==> config.mk <==
export PLATFORM = sky130hd
export DESIGN_NAME = vga_timing_gen
export DESIGN_NICKNAME = d
export VERILOG_FILES = /design/src/rtl/vga_timing_gen.sv
export SDC_FILE = /design/constraint.sdc
export NUM_CORES = 1
export LEC_CHECK = 0
export BUFFER_PORTS_ARGS = -buffer_cell sky130_fd_sc_hd__buf_2
export CAP_MARGIN = 10
export CORE_MARGIN = 3
export CORE_UTILIZATION = 50
export DETAILED_ROUTE_END_ITERATION = 10
export PLACE_DENSITY = 0.74
export SKIP_CTS_REPAIR_TIMING = 1
export SLEW_MARGIN = 20
export SYNTH_ARGS = -nofsm -noshare
export SYNTH_HDL_FRONTEND = slang
export SYNTH_SLANG_ARGS = --single-unit
==> constraint.sdc <==
create_clock -name clk -period 1.9 [get_ports clk]
set_input_delay 0.57 -clock clk [delete_from_list [all_inputs] [get_ports clk]]
set_output_delay 0.57 -clock clk [all_outputs]
set_load 0.05 [all_outputs]
==> src/rtl/vga_timing_gen.sv <==
// vga_timing_gen: 640x480@60 raster timing (pixel tick, counters, syncs).
// Optional quadrant output is built when VGA_QUAD_EN is defined.
module vga_timing_gen #(
    parameter int CLK_DIV  = 2,
    parameter int H_ACTIVE = 640,
    parameter int H_FP     = 16,
    parameter int H_SYNC   = 96,
    parameter int H_BP     = 48,
    parameter int V_ACTIVE = 480,
    parameter int V_FP     = 10,
    parameter int V_SYNC   = 2,
    parameter int V_BP     = 33,
    parameter int HC1      = 320,
    parameter int VC1      = 240
) (
    input  logic       clk,
    input  logic       rst,
    output logic       pix_tick,
    output logic [9:0] hcnt,
    output logic [9:0] vcnt,
    output logic       hsync,
    output logic       vsync,
    output logic       video_on,
`ifdef VGA_QUAD_EN
    output logic       frame_start,
    output logic [1:0] quadrant
`else
    output logic       frame_start
`endif
);

    localparam int H_TOTAL = H_ACTIVE + H_FP + H_SYNC + H_BP;
    localparam int V_TOTAL = V_ACTIVE + V_FP + V_SYNC + V_BP;
    localparam int DW      = (CLK_DIV > 1) ? $clog2(CLK_DIV) : 1;

    localparam logic [DW-1:0] DIV_LAST = DW'(CLK_DIV - 1);
    localparam logic [9:0] H_LAST   = 10'(H_TOTAL - 1);
    localparam logic [9:0] V_LAST   = 10'(V_TOTAL - 1);
    localparam logic [9:0] H_VIS    = 10'(H_ACTIVE);
    localparam logic [9:0] V_VIS    = 10'(V_ACTIVE);
    localparam logic [9:0] HS_BEG   = 10'(H_ACTIVE + H_FP);
    localparam logic [9:0] HS_END   = 10'(H_ACTIVE + H_FP + H_SYNC - 1);
    localparam logic [9:0] VS_BEG   = 10'(V_ACTIVE + V_FP);
    localparam logic [9:0] VS_END   = 10'(V_ACTIVE + V_FP + V_SYNC - 1);
`ifdef VGA_QUAD_EN
    localparam logic [9:0] H_SPLIT  = 10'(HC1);
    localparam logic [9:0] V_SPLIT  = 10'(VC1);
`endif

    logic [DW-1:0] div;
    logic [DW-1:0] div_nxt;
    logic [9:0]    h_nxt;
    logic [9:0]    v_nxt;
    logic          at_end;

    // Next divider value; wraps after CLK_DIV-1.
    always_comb begin
        div_nxt = '0;
        if (div != DIV_LAST) begin
            div_nxt = div + 1'b1;
        end
    end

    // Next raster position; only moves on a pixel tick.
    always_comb begin
        h_nxt  = hcnt;
        v_nxt  = vcnt;
        at_end = (hcnt == H_LAST) && (vcnt == V_LAST);
        if (pix_tick) begin
            if (hcnt == H_LAST) begin
                h_nxt = '0;
                if (vcnt == V_LAST) begin
                    v_nxt = '0;
                end else begin
                    v_nxt = vcnt + 10'd1;
                end
            end else begin
                h_nxt = hcnt + 10'd1;
            end
        end
    end

    // Divider and pixel tick; tick is high while divider holds its last value.
    always_ff @(posedge clk or posedge rst) begin
        if (rst) begin
            div      <= '0;
            pix_tick <= 1'b0;
        end else begin
            div      <= div_nxt;
            pix_tick <= (div_nxt == DIV_LAST);
        end
    end

    // Counters and flags; flags decode the new position so they never lag.
    always_ff @(posedge clk or posedge rst) begin
        if (rst) begin
            hcnt        <= '0;
            vcnt        <= '0;
            hsync       <= 1'b1;
            vsync       <= 1'b1;
            video_on    <= 1'b1;
            frame_start <= 1'b0;
        end else begin
            hcnt        <= h_nxt;
            vcnt        <= v_nxt;
            hsync       <= !((h_nxt >= HS_BEG) && (h_nxt <= HS_END));
            vsync       <= !((v_nxt >= VS_BEG) && (v_nxt <= VS_END));
            video_on    <= (h_nxt < H_VIS) && (v_nxt < V_VIS);
            frame_start <= pix_tick && at_end;
        end
    end

`ifdef VGA_QUAD_EN
    // Quadrant code {bottom, right}, aligned with the counters.
    always_ff @(posedge clk or posedge rst) begin
        if (rst) begin
            quadrant <= 2'b00;
        end else begin
            quadrant <= {v_nxt >= V_SPLIT, h_nxt >= H_SPLIT};
        end
    end
`endif

endmodule
==> run_results.csv <==
group,metric,value,unit
run_status,status,"finished clean",
drt,wl_per_cell,14.9,um
sta,rsz0062_at_grt,"yes",
cts,cts_buffers,3,
floorplanning,die_area,3730,sq um
drt,drc,0,
worst_setup_path,start_kind,"register",
cts,insertion_delay,330,ps
worst_setup_path,cp_data_required_time,2160,ps
global_route,gr-total-overflow,0,
logic_synthesis,synthFlopType,"dfrtp_1",
drt,vias,1288,
drt,wirelength,3300,um
logic_synthesis,yosys_warnings,0,
worst_setup_path,worst_setup_path_end_kind,"register",
floorplanning,die_y,61.1,um
global_route,grt_use_total,19.5,%
global_route,use_met3,2.52,%
global_route,grt_util_met1,27.4,%
sta,hold_slack,257,ps
cts,path_clk_slew,130,ps
sta,drv_slew,0,
final_layout,final_area,1790,sq um
global_route,grt_pass1_vias,1173,
logic_synthesis,synth_top_area_share,36.3,%
worst_setup_path,crit_type,"reg -> reg",
final_layout,diodes,0,
sta,hold_violations,0,
final_layout,finalNetCount,197,
drt,firstDrtPassIters,4,
floorplanning,dieWidth,61.1,um
final_layout,drive_above_1_share,42.4,%
logic_synthesis,syn-instance-count,155,
logic_synthesis,ys_async_sr_fraction,100,%
power_and_ir_drop,powerDensity,439,nW/um^2
floorplanning,floorplan.initialDensity,53.6,%
cts,cts_root_buf,"clkbuf_4",
worst_setup_path,worstPathMaxFanout,8,
floorplanning,num_rows,19,
global_route,gr-max-usage-layer,"met2",
sta,period_share,95.7,%
global_route,grt_max_degree,26,
logic_synthesis,synth_edf_count,0,
power_and_ir_drop,ir_worst_vdd,0.324,mV
floorplanning,ios,27,
drt,ant_nets,0,
power_and_ir_drop,power_leakage,0.804,nW
logic_synthesis,yosys.area.top_type,"dfrtp_1",
sta,worstMarginPinSlew,316,ps
logic_synthesis,netlist_top_cells_area,"dfrtp_1 36%, dfstp_2 5.2%, buf_6 3.7%",
logic_synthesis,syn-cell-area,1520,sq um
logic_synthesis,ys_types,50,
drt,drtIter0Drc,82,
final_layout,syn_to_final_growth,18.2,%
cts,cts.sinks,25,
sta,relSlewSlack,78.9,%
logic_synthesis,synth_nets,160,
sta,worst_clock_skew,3.61,ps
placed_design,port_buffers,26,
cts,clockBufferDepth,2,
final_layout,nFillCells,252,
logic_synthesis,synth_seq_cells,25,
sta,period_needed,1820,ps
run,maxCapViolCount,0,
placed_design,hpwlAfterDp,2450,um
worst_setup_path,cp.arrival,2070,ps
placed_design,postPlaceCellArea,1740,sq um
drt,via_per_inst,5.80,
logic_synthesis,syn-mean-instance-area,9.78,sq um
sta,fmax,550,MHz
sta,finalSetupViolations,0,
floorplanning,coreArea,2830,sq um
global_route,antenna_found_initial,0,
cts,cts_tree,"built",
global_route,grt_pass1_wl,5430,um
global_route,met2_usage,30.7,%
cts,htreeDepth,1,
logic_synthesis,seq_area_frac_synth,41.5,%
placed_design,place.gp.congestion,0.861,
worst_hold_path,hp-class,"in -> async",
[synth_stat cells, types with 4 or more instances]
master / instances
a21oi_1: 7
buf_6: 5
dfrtp_1: 22
inv_1: 8
nand2_1: 13
nand3_1: 10
nand4_1: 7
nand4b_1: 4
nor2_1: 8
nor3_1: 4
xnor2_1: 5
xor2_1: 6
[worst paths after layout]
check                              from  endpoint  slack [ps]  depth (start not counted)
worst max register to register  hcnt[7]  video_on          80                          5
worst max-delay path            hcnt[7]  video_on          80                          5
max in group asynchronous           rst     vsync        1360                          3
worst min register to register  hcnt[2]   hcnt[2]         570                          1
worst min-delay path                rst   vcnt[9]         260                          3
min in group clk                hcnt[2]   hcnt[2]         570                          1
[per-stage QoR]
stage,util (%),setup TNS [ps],total power (W),setup slack [ps],std cells
after CTS,62.6,0,0.000797,16.0,221
after global routing,63.3,-54.4,0.000823,-29.8,222
after detailed placement,61.7,0,0.000555,53.1,217
final,63.3,0,0.000787,82.1,222
after global placement,61.7,-1.53,0.000555,-1.53,217
after floorplan,-,-35.5,0.000550,-35.5,155
[final cells by class]
cell class	instances	area, sq um	area share [%]
clock buffer	3	22.5	1.26
clock inverter	1	5.00	0.279
inverter	9	47.5	2.65
multi-input combinational	109	766	42.7
sequential	25	647	36.1
tap	31	38.8	2.16
timing repair buffer	44	265	14.8
[where the power goes]
group          internal [W]  leakage (nW)  switching (W)
Combinational    0.00000225         0.481      0.0000100
Sequential         0.000532         0.305              0
Clock             0.0000792        0.0177       0.000163
Total              0.000614         0.804       0.000173
[state kept, by name, summed over array words and instances (netlist names)]
name and cells:
hcnt 10, hsync 1, div 1, frame_start 1
video_on 1, vsync 1, vcnt 10
[critical path, cell delays in order, from the launching register on]
cell and delay (ps):
dfrtp_2 420, and4bb_4 370, nand4_4 170, o311a_1 390, o22a_1 240, nor4_2 150
[layout by cell type, fill, tap and decap left out, types with 3 or more instances in the layout]
master    count
nand2_1      13
nor2_1        8
nand4b_1      4
a211oi_1      3
dfrtp_2      14
nand3_1       9
buf_2        26
xnor2_1       4
o21ai_0       3
inv_1         8
xor2_1        6
nor3_1        4
nand4_1       7
clkbuf_4      3
dfstp_2       3
a21oi_1       7
dfrtp_1       8
buf_4        18
[metal layers]
| layer | vias to the layer above | part of all wire (%) |
|---|---|---|
| met4 | 0 | 1.6 |
| met2 | 36 | 45 |
| met3 | 5 | 4.5 |
| li1 | 632 | - |
| met5 | - | 0 |
| met1 | 615 | 49 |
[cells by family after synthesis]
| family | Yosys count | synth area share, % |
|---|---|---|
| compound gates | 29 | 13.0 |
| fa+ha+maj | 3 | 2.48 |
| xor+xnor | 11 | 6.36 |
| buf+inv | 21 | 9.58 |
| simple gates | 65 | 26.3 |
| mux | 1 | 0.743 |
| flops | 25 | 41.5 |
(Power assumes the default switching activity.)
